<file path="src/rtl/piso_serializer_pkg.sv">
// Shared types and helpers for the parallel-in/serial-out serializer.
package piso_serializer_pkg;

  // Shifter state: IDLE means no word is in the shifter.
  typedef enum logic [0:0] {
    IDLE  = 1'b0,
    SHIFT = 1'b1
  } state_t;

  // Smallest usable bit-count width.
  localparam int MIN_CNT_W = 1;

  // Bit-count width for a given word width; never narrower than one bit.
  function automatic int cnt_width(input int width);
    int w;
    w = $clog2(width);
    return (w > MIN_CNT_W) ? w : MIN_CNT_W;
  endfunction

endpackage

</file>
<file path="src/rtl/piso_serializer_if.sv">
// Producer-side valid/ready word channel into the serializer.
interface piso_serializer_if #(
  parameter int WIDTH = 8
);
  logic [WIDTH-1:0] s_data;
  logic             s_valid;
  logic             s_ready;

  modport master (output s_data, output s_valid, input s_ready);
  modport slave  (input s_data, input s_valid, output s_ready);
endinterface

</file>
<file path="src/rtl/piso_hold_buf.sv">
// One-entry hold buffer between the producer handshake and the shifter.
// Ready is a flop so it never depends combinationally on valid or bit_en;
// a full buffer that drains on an edge cannot take a word on that same edge.
module piso_hold_buf #(
  parameter int WIDTH = 8
) (
  input  logic             i_clk,
  input  logic             i_reset,
  input  logic [WIDTH-1:0] i_data,
  input  logic             i_valid,
  output logic             o_ready,
  input  logic             i_pop,
  output logic [WIDTH-1:0] o_data,
  output logic             o_hb_valid
);
  import piso_serializer_pkg::*;

  logic [WIDTH-1:0] r_data;
  logic             r_hb_valid;
  logic             r_ready;
  logic             w_push;
  logic             w_hb_valid_nxt;

  // Next occupancy: a push fills, a pop drains; both cannot coincide.
  always_comb begin
    w_push         = i_valid && r_ready;
    w_hb_valid_nxt = r_hb_valid;
    if (w_push) begin
      w_hb_valid_nxt = 1'b1;
    end else if (i_pop) begin
      w_hb_valid_nxt = 1'b0;
    end else begin
      w_hb_valid_nxt = r_hb_valid;
    end
  end

  // Buffer storage, occupancy and registered ready.
  always_ff @(posedge i_clk) begin
    if (i_reset) begin
      r_data     <= '0;
      r_hb_valid <= 1'b0;
      r_ready    <= 1'b0;
    end else begin
      r_hb_valid <= w_hb_valid_nxt;
      r_ready    <= !w_hb_valid_nxt;
      if (w_push) begin
        r_data <= i_data;
      end
    end
  end

  assign o_ready    = r_ready;
  assign o_data     = r_data;
  assign o_hb_valid = r_hb_valid;
endmodule

</file>
<file path="src/rtl/piso_serializer.sv">
// Parallel-in/serial-out serializer: takes WIDTH-bit words over valid/ready
// and emits one bit per bit_en cycle, reloading from the hold buffer on the
// last bit so consecutive words leave no idle bit between them.
module piso_serializer
  import piso_serializer_pkg::*;
#(
  parameter int   WIDTH      = 8,
  parameter bit   LSB_FIRST  = 1'b0,
  parameter logic IDLE_LEVEL = 1'b0
) (
  input  logic               i_clk,
  input  logic               i_reset,
  piso_serializer_if.slave   s_if,
  input  logic               i_bit_en,
  output logic               o_ser_out,
  output logic               o_ser_valid,
  output logic               o_ser_last,
  output logic               o_busy
);
  localparam int               CNT_W    = cnt_width(WIDTH);
  localparam logic [CNT_W-1:0] LAST_CNT = CNT_W'(WIDTH - 1);

  if (WIDTH < 2) begin : g_width_check
    $error("piso_serializer: WIDTH must be at least 2");
  end

  state_t           r_state;
  state_t           w_state_nxt;
  logic [WIDTH-1:0] r_sh;
  logic [WIDTH-1:0] w_sh_nxt;
  logic [CNT_W-1:0] r_cnt;
  logic [CNT_W-1:0] w_cnt_nxt;
  logic             w_pop;
  logic [WIDTH-1:0] w_hb_data;
  logic             w_hb_valid;

  piso_hold_buf #(.WIDTH(WIDTH)) u_hold_buf (
    .i_clk      (i_clk),
    .i_reset    (i_reset),
    .i_data     (s_if.s_data),
    .i_valid    (s_if.s_valid),
    .o_ready    (s_if.s_ready),
    .i_pop      (w_pop),
    .o_data     (w_hb_data),
    .o_hb_valid (w_hb_valid)
  );

  // Next state, shifter contents and bit count; loads from the hold buffer pop it.
  always_comb begin
    w_state_nxt = r_state;
    w_sh_nxt    = r_sh;
    w_cnt_nxt   = r_cnt;
    w_pop       = 1'b0;
    case (r_state)
      IDLE: begin
        if (w_hb_valid) begin
          w_sh_nxt    = w_hb_data;
          w_cnt_nxt   = '0;
          w_pop       = 1'b1;
          w_state_nxt = SHIFT;
        end else begin
          w_state_nxt = IDLE;
        end
      end
      SHIFT: begin
        if (i_bit_en) begin
          if (r_cnt == LAST_CNT) begin
            if (w_hb_valid) begin
              w_sh_nxt    = w_hb_data;
              w_cnt_nxt   = '0;
              w_pop       = 1'b1;
              w_state_nxt = SHIFT;
            end else begin
              w_state_nxt = IDLE;
            end
          end else begin
            if (LSB_FIRST) begin
              w_sh_nxt = r_sh >> 1;
            end else begin
              w_sh_nxt = r_sh << 1;
            end
            w_cnt_nxt = r_cnt + CNT_W'(1);
          end
        end else begin
          w_state_nxt = SHIFT;
        end
      end
      default: begin
        w_state_nxt = IDLE;
      end
    endcase
  end

  // State, shifter and bit-count registers.
  always_ff @(posedge i_clk) begin
    if (i_reset) begin
      r_state <= IDLE;
      r_sh    <= '0;
      r_cnt   <= '0;
    end else begin
      r_state <= w_state_nxt;
      r_sh    <= w_sh_nxt;
      r_cnt   <= w_cnt_nxt;
    end
  end

  // Serial outputs decoded from the registered state only.
  always_comb begin
    o_ser_out   = IDLE_LEVEL;
    o_ser_valid = 1'b0;
    o_ser_last  = 1'b0;
    if (r_state == SHIFT) begin
      o_ser_valid = 1'b1;
      o_ser_last  = (r_cnt == LAST_CNT);
      o_ser_out   = LSB_FIRST ? r_sh[0] : r_sh[WIDTH-1];
    end else begin
      o_ser_out   = IDLE_LEVEL;
      o_ser_valid = 1'b0;
      o_ser_last  = 1'b0;
    end
    o_busy = (r_state == SHIFT) || w_hb_valid;
  end
endmodule
</file>
<file path="src/flat_wrapper.sv">
// flat-port wrapper written by rule: the top's interface ports become plain ports
module piso_serializer_flat import piso_serializer_pkg::*;
#(
  parameter int   WIDTH      = 8,
  parameter bit   LSB_FIRST  = 1'b0,
  parameter logic IDLE_LEVEL = 1'b0
)
  (i_clk, i_reset, i_bit_en, o_ser_out, o_ser_valid, o_ser_last, o_busy, s_if_s_data, s_if_s_valid, s_if_s_ready);
  piso_serializer_if #(.WIDTH(WIDTH)) s_if_i ();
  input  logic i_clk;
  input  logic i_reset;
  input  logic i_bit_en;
  output logic o_ser_out;
  output logic o_ser_valid;
  output logic o_ser_last;
  output logic o_busy;
  input wire logic [$bits(s_if_i.s_data)-1:0] s_if_s_data;
  input wire logic [$bits(s_if_i.s_valid)-1:0] s_if_s_valid;
  output wire logic [$bits(s_if_i.s_ready)-1:0] s_if_s_ready;
  assign s_if_i.s_data = s_if_s_data;
  assign s_if_i.s_valid = s_if_s_valid;
  assign s_if_s_ready = s_if_i.s_ready;
  piso_serializer #(.WIDTH(WIDTH), .LSB_FIRST(LSB_FIRST), .IDLE_LEVEL(IDLE_LEVEL)) u_core (.i_clk(i_clk), .i_reset(i_reset), .s_if(s_if_i), .i_bit_en(i_bit_en), .o_ser_out(o_ser_out), .o_ser_valid(o_ser_valid), .o_ser_last(o_ser_last), .o_busy(o_busy));
endmodule
</file>
<file path="config.mk">
export PLATFORM = sky130hd
export DESIGN_NAME = piso_serializer_flat
export DESIGN_NICKNAME = d
export VERILOG_FILES = /design/src/rtl/piso_serializer_pkg.sv /design/src/rtl/piso_serializer_if.sv /design/src/rtl/piso_hold_buf.sv /design/src/rtl/piso_serializer.sv /design/src/flat_wrapper.sv
export SDC_FILE = /design/constraint.sdc
export NUM_CORES = 1
export LEC_CHECK = 0
export CAP_MARGIN = 30
export CORE_MARGIN = 3
export CORE_UTILIZATION = 49
export CTS_BUF_LIST = sky130_fd_sc_hd__clkbuf_8
export DETAILED_ROUTE_END_ITERATION = 10
export PLACE_DENSITY = 0.85
export SYNTH_ARGS = -nofsm -noshare
export SYNTH_HDL_FRONTEND = slang
export SYNTH_HIERARCHICAL = 1
export SYNTH_SLANG_ARGS = --single-unit
export TNS_END_PERCENT = 5
</file>
<file path="constraint.sdc">
create_clock -name i_clk -period 1.5 [get_ports i_clk]
set_input_delay 0.45 -clock i_clk [delete_from_list [all_inputs] [get_ports i_clk]]
set_output_delay 0.45 -clock i_clk [all_outputs]
set_load 0.02 [all_outputs]
</file>
==> out/metrics.csv, run 1 <==
metric,value,unit
io_buffers,16,
cpMostUsedCell,ha_4,
synth_nets,130,
synth_edf_count,0,
async_reset_ff_share,0,%
crit_arrival,1160,ps
hpwlAfterDp,1.61,mm
critPathLaunchType,flop,
yosys.area.top_type_share,40.2,%
cts_buffers,3,
area_growth,30.3,%
placed_cell_area,0.00136,mm²
setup_viol,1,
whs,485,ps
initial_core_util,53.7,%
fmax,0.623,GHz
skew,2.01,ps
drt_iter0_drc,42,
grt_max_degree,24,
synthMostInstantiatedCell,dfxtp_1,
r2r-end,u_core/r_sh[2],
routedWlPerCell,13.7,µm
outcome,"finished, violations left",
p_per_area,887,mW/mm²
synth_ff_type,dfxtp_1,
leakage,0.557,nW
core,0.00204,mm²
pre_cts_ws,-329,ps
drt-pass1-iter-count,5,
violations,setup timing,
slew_viol_final,0,
fin_cells,169,
h-tree-depth,1,
drc_errors,0,
drt_wl_total,2.32,mm
die_h,53.3,µm
clockBufferDepth,2,
worst-path-buf-inv,1,
grt_use_total,19.3,%
synth_common_cells,"dfxtp_1, a21oi_1, nor2_1",
finalCriticalPeriod,1610,ps
dp.cells,166,
io_pins,17,
drive_gt1_share,31.7,%
synth_top_area_cell,dfxtp_1,
cts.clk_slew.worst_paths,70,ps
cts_tree,yes,
cp_num_cells,4,
synth_warnings,6,
crit_path_end,o_ser_last,
dr_total_vias,940,
n_antenna_cell,0,
vias_per_cell,5.56,
crit_start,u_core/r_cnt[1],
rrSetupSlack,30,ps
final_nets,159,
ys_seq_elements,22,
ir_worst_vdd,555,µV
rsz0062_at_grt,yes,
cp_slowest_cell,dfxtp_2,
grt_pass1_vias,946,
required,1050,ps
synthTopCellsByArea,"dfxtp_1, a21oi_1, o221a_1, a21bo_2, nand3_1",
r2r-start,u_core/r_cnt[1],
design_area,0.00143,mm²
grt_pass1_wl,4.06,mm
rr_worst_depth,6,
cp-end-kind,output pin,
crit_family,flip-flops,
hold_class,flop to flop,
hold_viol_final,0,
gp_congestion,0.817,
insertion_delay,260,ps
ctsHoldBuffers,0,
ant_nets,0,
finalSetupTns,-106,ps
finalCritPeriodShare,107,%
layout_setup_ws,-106,ps
slowest_delay,340,ps
ys_types,29,
cts_num_sinks,22,
antenna_found_initial,0,
die-area,0.00284,mm²
syn_area,0.00110,mm²
worstMarginPinSlew,223,ps
cp_cell_sequence,ha_4 > ha_4 > and2_4 > buf_6,
slew_headroom,85.1,%
syn_inst,115,
drv_cap,0,
syn_avg_cell_area,9.53,µm²
crit_type,flop to output pin,
globalRouteOverflowTotal,0,
die_w,53.3,µm
seq_area_frac_synth,40.2,%
core.rowCount,16,
crit_path_max_fanout,2,
cts-root-buf,clkbuf_8,
cells in the final DEF (no fill, tap or decap), drive strengths merged:
| master | netlist | final |
|---|---|---|
| o2bb2ai | 1 | 1 |
| a21oi | 17 | 17 |
| ha | 3 | 3 |
| o221a | 7 | 7 |
| inv | 2 | 2 |
| and3b | 1 | 1 |
| a21boi | 1 | 1 |
| clkbuf | 1 | 4 |
| dlygate4sd2 | 0 | 1 |
| buf | 8 | 20 |
| a2bb2oi | 2 | 2 |
| a31oi | 2 | 2 |
| nand2b | 3 | 3 |
| o211ai | 2 | 2 |
| clkdlybuf4s50 | 0 | 11 |
| a21bo | 9 | 9 |
| and2 | 3 | 3 |
| nand3b | 2 | 2 |
| nand3 | 11 | 11 |
| dfxtp | 22 | 22 |
| nand2 | 5 | 5 |
| nor2b | 1 | 1 |
| nor2 | 12 | 12 |
power breakdown:
part | switching (mW) | internal (mW)
Sequential | 0.0271 | 0.627
Clock | 0.176 | 0.179
Combinational | 0.122 | 0.136
Total | 0.324 | 0.942
per-layer routing:
metal	vias to the layer above	routed length (µm)	global-route usage, %
li1	470	-	-
met1	439	1020	22.8
met2	29	1160	33.7
met3	2	127	3.94
met4	0	16	7.66
met5	-	0	0
worst min-delay path by stage:
stage	from	to	slack, ps	cells past startpoint
after floorplan	u_core/r_sh[0]	u_core/r_sh[0]	460	2
after global placement	u_core/r_sh[0]	u_core/r_sh[0]	470	2
after detailed placement	u_core/r_sh[0]	u_core/r_sh[0]	480	2
after CTS	u_core/r_sh[0]	u_core/r_sh[0]	490	2
after global routing	u_core/r_sh[0]	u_core/r_sh[0]	520	2
final	u_core/r_sh[0]	u_core/r_sh[0]	480	2
final cells by class:
cell class	count	area [µm²]
fill	171	614
multi-input combinational	82	613
sequential	22	447
timing repair buffer	33	285
clock buffer	3	41.3
tap	27	33.8
inverter	2	7.51
through the flow:
stage	total power, mW	util, %
2_1_floorplan	0.828	-
3_3_place_gp	0.914	66.5
3_5_place_dp	0.924	66.5
4_1_cts	1.27	70.6
5_1_grt	1.33	69.9
6_report	1.27	69.9
registers in the layout (all words and copies together), names as in the netlist:
register                      cells
u_core/r_cnt                      3
u_core/u_hold_buf/o_ready         1
u_core/u_hold_buf/o_data          8
u_core/u_hold_buf/o_hb_valid      1
u_core/r_state                    1
u_core/r_sh                       8
worst reg2reg max path, cell delays in order (launching register included):
cell and delay (ps):
dfxtp_2 340, ha_4 160, ha_4 150, buf_4 160
nand2b_4 160, a2bb2oi_4 230, o221a_1 220
cells by family (layout without fill, tap and decap cells):
kind of cell | count (synthesis) | after routing | share of synthesized area (%)
AO/OA/AOI/OAI | 41 | 41 | 31.3
adder cells (fa/ha/maj) | 3 | 3 | 3.43
buffers and inverters | 11 | 38 | 7.42
flip-flops | 22 | 22 | 40.2
AND/OR/NAND/NOR | 38 | 38 | 17.7
timing repair:
item | 4_1_cts | 5_1_grt
setup endpoints to repair | 14 | 14
setup buffers | 0 | 0
pin swaps | 1 | 7
resized for setup | 25 | 5
Note: power is estimated with default switching activity, not from simulation.
==> run 2: changes to the inputs <==
--- a/config.mk
+++ b/config.mk
@@ -7,10 +7,10 @@
 export LEC_CHECK = 0
 export CAP_MARGIN = 30
 export CORE_MARGIN = 3
-export CORE_UTILIZATION = 49
+export CORE_UTILIZATION = 35
 export CTS_BUF_LIST = sky130_fd_sc_hd__clkbuf_8
 export DETAILED_ROUTE_END_ITERATION = 10
-export PLACE_DENSITY = 0.85
+export PLACE_DENSITY = 0.66
 export SYNTH_ARGS = -nofsm -noshare
 export SYNTH_HDL_FRONTEND = slang
 export SYNTH_HIERARCHICAL = 1
==> run 2 against run 1 <==
Net effect:
- the run still ends with setup timing left
- design area grew 2.6%
- wire length fell by 0.69%
- non-clock buffer count did not move
- clock-buffer cell count unchanged
- utilization decreased by 19 points
- cell count increased by 8.9%
- via count decreased by 0.32%
- fmax is 1.0% lower
- die area up 35%
- critical path type unchanged
==> out/metrics.csv, run 2 (same netlist as run 1, synthesis figures left out) <==
metric,value,unit,change
die_h,62.0,µm,+16%
finalCritPeriodShare,108,%,+1.1 points
crit_path_max_fanout,2,,unchanged
io_buffers,16,,unchanged
cts_num_sinks,22,,unchanged
routedWlPerCell,12.5,µm,-8.8%
n_antenna_cell,0,,unchanged
setup_viol,3,,+2
leakage,0.559,nW,+0.40%
area_growth,33.7,%,
rsz0062_at_grt,yes,,
h-tree-depth,1,,unchanged
die-area,0.00384,mm²,+35%
initial_core_util,38.1,%,-16 points
cts_tree,yes,,
ir_worst_vdd,395,µV,-29%
cts_buffers,3,,unchanged
antenna_found_initial,0,,unchanged
grt_pass1_wl,3.80,mm,-6.6%
dr_total_vias,937,,-0.32%
fmax,0.617,GHz,-1.0%
cts.clk_slew.worst_paths,70,ps,about the same
p_per_area,866,mW/mm²,-2.3%
regArea,447,µm²,unchanged
critPathLaunchType,flop,,
drt_wl_total,2.30,mm,-0.69%
worstMarginPinSlew,293,ps,+69.9 ps
grt_use_total,13.6,%,-5.8 points
core,0.00288,mm²,+41%
crit_type,flop to output pin,,
design_area,0.00147,mm²,+2.6%
violations,setup timing,,
core.rowCount,19,,+3
ant_nets,0,,unchanged
final_nets,159,,unchanged
drv_cap,0,,unchanged
drt-pass1-iter-count,4,,-1
slew_headroom,80.5,%,-4.6 points
drt_iter0_drc,29,,-31%
gr-max-usage-layer,met2,,
hold_class,flop to flop,,
gp_congestion,0.801,,-2.0%
grt_use_met2,22.6,%,-11 points
grtUsageMet3,3.72,%,-0.22 points
layout_commonest_cell,dfxtp_1,,
placed_cell_area,0.00138,mm²,+1.8%
globalRouteOverflowTotal,0,,unchanged
ctsHoldBuffers,0,,unchanged
hold_viol_final,0,,unchanged
grt_pass1_vias,882,,-6.8%
cts-root-buf,clkbuf_8,,
die_w,62.0,µm,+16%
whs,489,ps,+4.57 ps
crit_arrival,1170,ps,about the same
fillerInstances,265,,+55%
io_pins,17,,unchanged
finalCriticalPeriod,1620,ps,+16.1 ps
finalSetupTns,-124,ps,-18.2 ps
globalRouteMet1Util,15.5,%,-7.3 points
drive_gt1_share,31.0,%,-0.70 points
final_cell_mix,"dfxtp_1, a21oi_1, buf_4, nor2_1",,
drc_errors,0,,unchanged
layout_setup_ws,-122,ps,-16.1 ps
vias_per_cell,5.09,,-8.4%
clockBufferDepth,2,,unchanged
multi_input_area,616,µm²,+0.41%
required,1050,ps,about the same
pre_cts_ws,-332,ps,-3.04 ps
slew_viol_final,0,,unchanged
cp-end-kind,output pin,,
outcome,"finished, violations left",,
skew,3.37,ps,+1.35 ps
hpwlAfterDp,1.60,mm,-0.87%
utilization,50.9,%,-19 points
grt_max_degree,24,,unchanged
insertion_delay,260,ps,about the same
run 2: layout make-up:
cell class | instances | area share, %
multi-input combinational | 82 | 42.0
sequential | 22 | 30.5
timing repair buffer | 33 | 20.6
tap | 42 | 3.59
clock buffer | 3 | 2.82
inverter | 2 | 0.512
run 2: through the flow:
step,instances,power [mW]
floorplan,115,0.828
global placement,180,0.922
detailed placement,180,0.928
CTS,183,1.29
global route,184,1.35
finish,184,1.27
run 2: what timing repair did:
item | 4_1_cts | 5_1_grt
setup endpoints to repair | 15 | 13
pin swaps | 7 | 4
setup buffers | 0 | 1
resized for setup | 19 | 8
run 2: final timing paths:
check | startpoint | endpoint | slack, ps | cells past startpoint
max | u_core/r_cnt[1] | o_ser_last | -120 | 4
min | u_core/r_sh[0] | u_core/r_sh[0] | 490 | 2
max reg2reg | u_core/r_cnt[1] | u_core/r_sh[6] | 0 | 6
min reg2reg | u_core/r_sh[0] | u_core/r_sh[0] | 490 | 2
run 2: where the power goes:
part / switching, mW / internal, mW / total (mW)
Combinational: 0.119 / 0.141 / 0.259
Clock: 0.178 / 0.179 / 0.357
Sequential: 0.0262 / 0.627 / 0.653
Total: 0.323 / 0.947 / 1.27
run 2: routing by layer:
metal / vias up / part of all wire [%]
met1: 442 / 43
met4: 0 / 3.3
met2: 17 / 51
li1: 470 / -
met5: - / 0
met3: 8 / 3.1
run 2: critical path, cell delays in order, from the launching register on:
cell,delay (ps)
dfxtp_2,340
ha_4,170
ha_4,150
and2_4,130
buf_6,120
==> run 3: changes to the inputs <==
--- a/config.mk
+++ b/config.mk
@@ -9,8 +9,10 @@
 export CORE_MARGIN = 3
 export CORE_UTILIZATION = 35
 export CTS_BUF_LIST = sky130_fd_sc_hd__clkbuf_8
+export CTS_CLUSTER_SIZE = 10
 export DETAILED_ROUTE_END_ITERATION = 10
 export PLACE_DENSITY = 0.66
+export SLEW_MARGIN = 10
 export SYNTH_ARGS = -nofsm -noshare
 export SYNTH_HDL_FRONTEND = slang
 export SYNTH_HIERARCHICAL = 1
==> results of run 3 <==
Same layout as run 2: the final DEF is identical, and so are final timing and power.
